### config.mk
export PLATFORM = sky130hd
export DESIGN_NAME = ucode_sequencer_flat
export DESIGN_NICKNAME = d
export VERILOG_FILES = /design/src/rtl/ucode_sequencer_if.sv /design/src/rtl/ucode_sequencer.sv /design/src/flat_wrapper.sv
export SDC_FILE = /design/constraint.sdc
export NUM_CORES = 1
export LEC_CHECK = 0
export CAP_MARGIN = 5
export CORE_UTILIZATION = 44
export CTS_CLUSTER_SIZE = 28
export DETAILED_ROUTE_END_ITERATION = 8
export MAX_ROUTING_LAYER = met4
export PLACE_DENSITY = 0.75
export SLEW_MARGIN = 20
export SYNTH_ARGS = -nofsm -noshare
export SYNTH_HDL_FRONTEND = slang
export SYNTH_SLANG_ARGS = --single-unit
### constraint.sdc
create_clock -name clk -period 1.56 [get_ports clk]
set_input_delay 0.156 -clock clk [delete_from_list [all_inputs] [get_ports clk]]
set_output_delay 0.156 -clock clk [all_outputs]
set_load 0.005 [all_outputs]
### src/rtl/ucode_sequencer_if.sv
// Handshake bundle between the opcode source, the sequencer and the microcode unit.
interface ucode_sequencer_if #(
  parameter int OPW = 6
);
  logic           instr_valid;
  logic [OPW-1:0] instr_opcode;
  logic           instr_ready;
  logic [OPW-1:0] uc_opcode;
  logic           uc_sos;
  logic           uc_eos;

  // Environment side: opcode source plus the microcode unit's eos return.
  modport master (
    output instr_valid, instr_opcode, uc_eos,
    input  instr_ready, uc_opcode, uc_sos
  );

  // Sequencer side.
  modport slave (
    input  instr_valid, instr_opcode, uc_eos,
    output instr_ready, uc_opcode, uc_sos
  );
endinterface

### src/rtl/ucode_sequencer.sv
// Dispatch controller in front of the microcode unit: accepts one opcode at a
// time, launches its segment with a one-cycle sos pulse, waits for eos and
// retires it. Halt and illegal opcodes and hung segments park the FSM in a
// sticky state until reset.
module ucode_sequencer #(
  parameter int             OPW       = 6,
  parameter logic [OPW-1:0] HALT_OP   = 6'h3F,
  parameter int             SEG_COUNT = 2,
  parameter int             TIMEOUT   = 64,
  parameter int             CNTW      = 16
) (
  input  logic                clk,
  input  logic                rst,
  ucode_sequencer_if.slave    bus,
  output logic                busy,
  output logic                halted,
  output logic                fault,
  output logic [1:0]          fault_code,
  output logic [CNTW-1:0]     retired_count
);

  localparam int             TW         = $clog2(TIMEOUT + 1);
  localparam logic [TW-1:0]  TIMER_LAST = TW'(TIMEOUT - 1);
  localparam logic [OPW:0]   SEG_LIM    = (OPW + 1)'(SEG_COUNT);

  typedef enum logic [2:0] {IDLE, LAUNCH, EXEC, HALT, FAULT} state_t;

  state_t          state, state_next;
  logic            ready_q;
  logic            sos_q;
  logic [OPW-1:0]  opcode_q;
  logic [TW-1:0]   timer;
  logic            do_halt, do_illegal, do_launch, do_retire, do_timeout;

  // State register; rst wins from every state, including HALT and FAULT.
  always_ff @(posedge clk) begin
    if (rst) state <= IDLE;
    else     state <= state_next;
  end

  // Next-state decode. Timer value 0 marks the settle cycle where eos is ignored;
  // eos is tested before the timeout so it wins on the final cycle.
  always_comb begin
    state_next = state;
    do_halt    = 1'b0;
    do_illegal = 1'b0;
    do_launch  = 1'b0;
    do_retire  = 1'b0;
    do_timeout = 1'b0;
    case (state)
      IDLE: begin
        if (bus.instr_valid && ready_q) begin
          if (bus.instr_opcode == HALT_OP) begin
            do_halt    = 1'b1;
            state_next = HALT;
          end else if ({1'b0, bus.instr_opcode} >= SEG_LIM) begin
            do_illegal = 1'b1;
            state_next = FAULT;
          end else begin
            do_launch  = 1'b1;
            state_next = LAUNCH;
          end
        end
      end
      LAUNCH: state_next = EXEC;
      EXEC: begin
        if (bus.uc_eos && (timer != '0)) begin
          do_retire  = 1'b1;
          state_next = IDLE;
        end else if (timer == TIMER_LAST) begin
          do_timeout = 1'b1;
          state_next = FAULT;
        end
      end
      HALT:    state_next = HALT;
      FAULT:   state_next = FAULT;
      default: state_next = IDLE;
    endcase
  end

  // Registered outputs, opcode latch, fault code, wait timer and retire counter.
  // ready/sos are derived from the next state so they line up with it.
  always_ff @(posedge clk) begin
    if (rst) begin
      ready_q       <= 1'b0;
      sos_q         <= 1'b0;
      opcode_q      <= '0;
      fault_code    <= 2'b00;
      timer         <= '0;
      retired_count <= '0;
    end else begin
      ready_q <= (state_next == IDLE);
      sos_q   <= (state_next == LAUNCH);
      if (do_halt)        opcode_q <= HALT_OP;
      else if (do_launch) opcode_q <= bus.instr_opcode;
      if (do_illegal)      fault_code <= 2'b01;
      else if (do_timeout) fault_code <= 2'b10;
      if (state == LAUNCH)    timer <= '0;
      else if (state == EXEC) timer <= timer + 1'b1;
      if (do_retire && (retired_count != '1)) retired_count <= retired_count + 1'b1;
    end
  end

  assign bus.instr_ready = ready_q;
  assign bus.uc_sos      = sos_q;
  assign bus.uc_opcode   = opcode_q;
  assign busy            = (state == LAUNCH) || (state == EXEC);
  assign halted          = (state == HALT);
  assign fault           = (state == FAULT);

endmodule

### src/flat_wrapper.sv
// flat-port wrapper written by rule: the top's interface ports become plain ports
module ucode_sequencer_flat 
#(
  parameter int             OPW       = 6,
  parameter logic [OPW-1:0] HALT_OP   = 6'h3F,
  parameter int             SEG_COUNT = 2,
  parameter int             TIMEOUT   = 64,
  parameter int             CNTW      = 16
)
  (clk, rst, busy, halted, fault, fault_code, retired_count, bus_instr_valid, bus_instr_opcode, bus_uc_eos, bus_instr_ready, bus_uc_opcode, bus_uc_sos);
  ucode_sequencer_if #(.OPW(OPW)) bus_i ();
  input  logic clk;
  input  logic rst;
  output logic busy;
  output logic halted;
  output logic fault;
  output logic [1:0] fault_code;
  output logic [CNTW-1:0] retired_count;
  input wire logic [$bits(bus_i.instr_valid)-1:0] bus_instr_valid;
  input wire logic [$bits(bus_i.instr_opcode)-1:0] bus_instr_opcode;
  input wire logic [$bits(bus_i.uc_eos)-1:0] bus_uc_eos;
  output wire logic [$bits(bus_i.instr_ready)-1:0] bus_instr_ready;
  output wire logic [$bits(bus_i.uc_opcode)-1:0] bus_uc_opcode;
  output wire logic [$bits(bus_i.uc_sos)-1:0] bus_uc_sos;
  assign bus_i.instr_valid = bus_instr_valid;
  assign bus_i.instr_opcode = bus_instr_opcode;
  assign bus_i.uc_eos = bus_uc_eos;
  assign bus_instr_ready = bus_i.instr_ready;
  assign bus_uc_opcode = bus_i.uc_opcode;
  assign bus_uc_sos = bus_i.uc_sos;
  ucode_sequencer #(.OPW(OPW), .HALT_OP(HALT_OP), .SEG_COUNT(SEG_COUNT), .TIMEOUT(TIMEOUT), .CNTW(CNTW)) u_core (.clk(clk), .rst(rst), .bus(bus_i), .busy(busy), .halted(halted), .fault(fault), .fault_code(fault_code), .retired_count(retired_count));
endmodule
==> Flow_metrics.wiki <==
{| class="wikitable"
! Metric !! Value
|-
| Overall routing resource usage || 22.5%
|-
| Footprint of the flip-flops and latches || 729 um2
|-
| Quantity of I/O buffers inserted on ports || 38
|-
| Number of placed I/O pins || 39
|-
| Number of antenna violations at the first check in global routing || 0
|-
| Number of search-and-repair iterations in the first detailed-routing pass || 6
|-
| Post-DRT Antenna Nets || 0
|-
| Via count of the first global-routing pass || 1625
|-
| Reg clk slew, reported paths || 0.07 ns
|-
| Cell area after placement || 2410 um2
|-
| Share of the clock period used by the worst path || 112%
|-
| Final core area utilization || 75.3%
|-
| Arrival time at the worst endpoint || 1.93 ns
|-
| Worst Skew || 0.00592 ns
|-
| Dpl hpwl || 2.71 mm
|-
| Depth of the worst register-to-register path || 7
|-
| Die area || 4050 um2
|-
| Grt met2 use || 38.0%
|-
| Worst-case register-to-register setup slack || -0.19 ns
|-
| Post-layout min period || 1.75 ns
|-
| Syn nets || 202
|-
| Async S/R FF share, synth || 0%
|-
| Worst hold-check slack || 0.504 ns
|-
| TritonCTS clock tree || yes
|-
| Critical Path Sink Type || flip-flop
|-
| Clock network latency to the later pin of the worst-skew pair || 0.29 ns
|-
| Number of failing hold endpoints at the final stage || 0
|-
| Reg-to-reg critical path startpoint || u_core.timer[3]
|-
| GRT met1 Usage || 24.4%
|-
| Layout cell share with drive strength beyond 1 || 34.7%
|-
| Number of max-slew violations in the final report || 0
|-
| Iteration-0 DRC count of the detailed router || 118
|-
| Final cell area excluding filler cells || 2760 um2
|-
| Average routed wire per standard cell || 13.4 um
|-
| Reg-to-Reg End || u_core.retired_count[7]
|-
| Hold path cells || 2
|-
| Final worst slack || -0.191 ns
|-
| Category of the most critical setup path || flip-flop to flip-flop
|-
| Wire length of the first global-routing pass || 6.89 mm
|-
| Net total in the final layout || 289
|-
| Max-capacitance violation count || 0
|-
| Worst IR drop on VDD || 0.489 mV
|-
| Pwr per Cell Area || 679 nW/um2
|-
| Starting Density || 45.6%
|-
| Die width || 63.6 um
|-
| Largest fanout on the critical path || 8
|-
| CTS buffer count || 5
|-
| Total routed wirelength || 4.36 mm
|-
| Die height || 63.6 um
|-
| Max H-tree Level || 2
|-
| Required arrival time at the worst endpoint || 1.74 ns
|-
| Relative slew slack || 77.8%
|-
| DR vias || 1670
|-
| Core footprint || 3660 um2
|-
| Count of distinct cell types in the synthesized netlist || 40
|-
| Start point of the worst min-delay path || u_core.bus.uc_opcode[3]
|-
| # diodes || 0
|-
| Destination of the worst hold path || u_core.bus.uc_opcode[3]
|-
| Post-synthesis instance total || 189
|-
| Leakage component of the power || 0.00108 uW
|-
| Mean area per synthesized cell || 8.84 um2
|-
| Worst Max-Slew Pin Slew || 0.333 ns
|-
| Most common flop cell mapped by yosys || dfxtp_1
|-
| Number of flops mapped to enable cells by yosys || 0
|-
| Launching element type of the critical path || flip-flop
|-
| Final setup violation count || 17
|-
| Netlist area before placement || 1670 um2
|-
| Setup slack at placement || -0.233 ns
|-
| Number of fillers in the final layout || 263
|-
| Setup repair after global routing missed its margin || yes
|-
| Dominant cell type by area after synthesis || dfxtp_1
|-
| Register bit count reported by yosys || 36
|-
| Proportion of netlist area held by the largest area contributor || 43.1%
|-
| Tightest Hold Check Type || flip-flop to flip-flop
|-
| Met3 GRT Util || 6.16%
|-
| DRC errors left || 0
|-
| Grt total ovfl || 0
|-
| Violations in the final reports || setup timing
|-
| Multi-input combinational cell area || 1080 um2
|-
| Count of synthesis-stage warnings from yosys || 0
|-
| Maximum clock rate || 0.571 GHz
|-
| Clk sink count || 36
|-
| Via count normalized by instance count || 5.14
|-
| Sequential area share after synthesis || 43.1%
|-
| Status || finished with violations
|-
| CTS max path bufs || 2
|-
| Clock tree root driver cell || clkbuf_8
|-
| Most area-consuming cells after synthesis || dfxtp_1 (43%), xnor2_1 (8.9%), nor2_1 (8.1%)
|-
| Gp weighted congestion || 0.838
|-
| Layer with the highest usage || met2
|-
| Largest net degree at the start of global routing || 30
|-
| Standard-cell row count || 22
|-
| Layout overhead on the synthesized area || 64.9%
|-
| First element of the critical path || u_core.timer[3]
|}
stage by stage:
stage	setup TNS, ns	instances	power [uW]
6_report	-1.75	325	1870
3_5_place_dp	-2.83	310	1190
5_1_grt	-2.94	325	1960
4_1_cts	-2.08	323	1870
2_1_floorplan	-0.594	189	1070
3_3_place_gp	-2.14	310	1190
critical path: stages (launching register included):
cell	delay, ns
dfxtp_2	0.32
or4_4	0.55
o211ai_4	0.26
buf_6	0.18
buf_4	0.12
nor3_2	0.04
xnor2_1	0.13
nor2_1	0.05
routing by layer:
layer | wire [um] | up-vias | share of wire (%)
li1 | - | 828 | -
met1 | 1860 | 793 | 43
met2 | 2250 | 42 | 52
met3 | 171 | 7 | 3.9
met4 | 83 | 0 | 1.9
met5 | 0 | - | 0
cell type report:
class | count | share of cell area [%]
multi-input cells | 142 | 39.4
repair buffers | 86 | 28.0
flip-flops and latches | 36 | 26.5
clock buffers | 8 | 3.27
well taps | 48 | 2.18
inverters | 5 | 0.681
power breakdown:
group	internal (uW)	total (uW)	switching, uW
Sequential	942	956	14.3
Combinational	127	239	112
Clock	360	676	316
cells by family (layout without fill, tap and decap cells):
kind of cell	count (synthesis)	in the layout	share of synthesized area, %
buf+inv	11	99	3.60
fa+ha+maj	3	3	2.25
compound gates	18	18	7.27
flops	36	36	43.1
xor+xnor	20	20	10.5
mux	5	5	3.00
simple gates	96	96	30.3
timing repair:
action	in CTS	in global routing
gates cloned	2	0
setup buffers	3	6
endpoints found under the setup margin	22	29
hold buffers	0	0
gates resized for setup	27	28
pin swaps	8	21
hold endpoints to repair	0	0
flip-flops by register name, indices dropped and copies added (netlist names):
signal / flops
u_core.bus.uc_opcode: 6
u_core.retired_count: 16
u_core.bus.uc_sos: 1
u_core.bus.instr_ready: 1
u_core.timer: 7
u_core.state: 3
u_core.fault_code: 2
how the worst max path moves through the flow:
| stage | end | slack, ns |
|---|---|---|
| 4_1_cts | u_core.retired_count[10] | -0.16 |
| 5_1_grt | u_core.retired_count[7] | -0.25 |
| 2_1_floorplan | u_core.retired_count[14] | -0.08 |
| 6_report | u_core.retired_count[7] | -0.19 |
| 3_3_place_gp | u_core.bus.uc_opcode[3] | -0.18 |
| 3_5_place_dp | u_core.bus.uc_opcode[4] | -0.23 |
synthesized netlist by cell type, drive strengths merged, types with 5 or more instances:
| cell type | count |
|---|---|
| dfxtp | 36 |
| nor2 | 36 |
| xnor2 | 17 |
| nor3 | 12 |
| nand2 | 11 |
| nand3 | 8 |
| a21oi | 7 |
| nand4 | 7 |
| nor4 | 6 |
| inv | 5 |
| mux2i | 5 |
| o21ai | 5 |
cell usage in the layout (no fill, tap or decap), types with 4 or more instances in the layout:
cell type        count
buf_6                6
nor3_1               4
nor3_2               5
nand4_1              7
a21oi_1              5
nand2_1             11
nand3_1              6
nor2_1              34
dfxtp_1             29
clkbuf_8             6
mux2i_1              5
clkdlybuf4s50_1     35
xnor2_1             17
dfxtp_2              7
buf_4               41
Note: power is estimated with default switching activity, not from simulation.
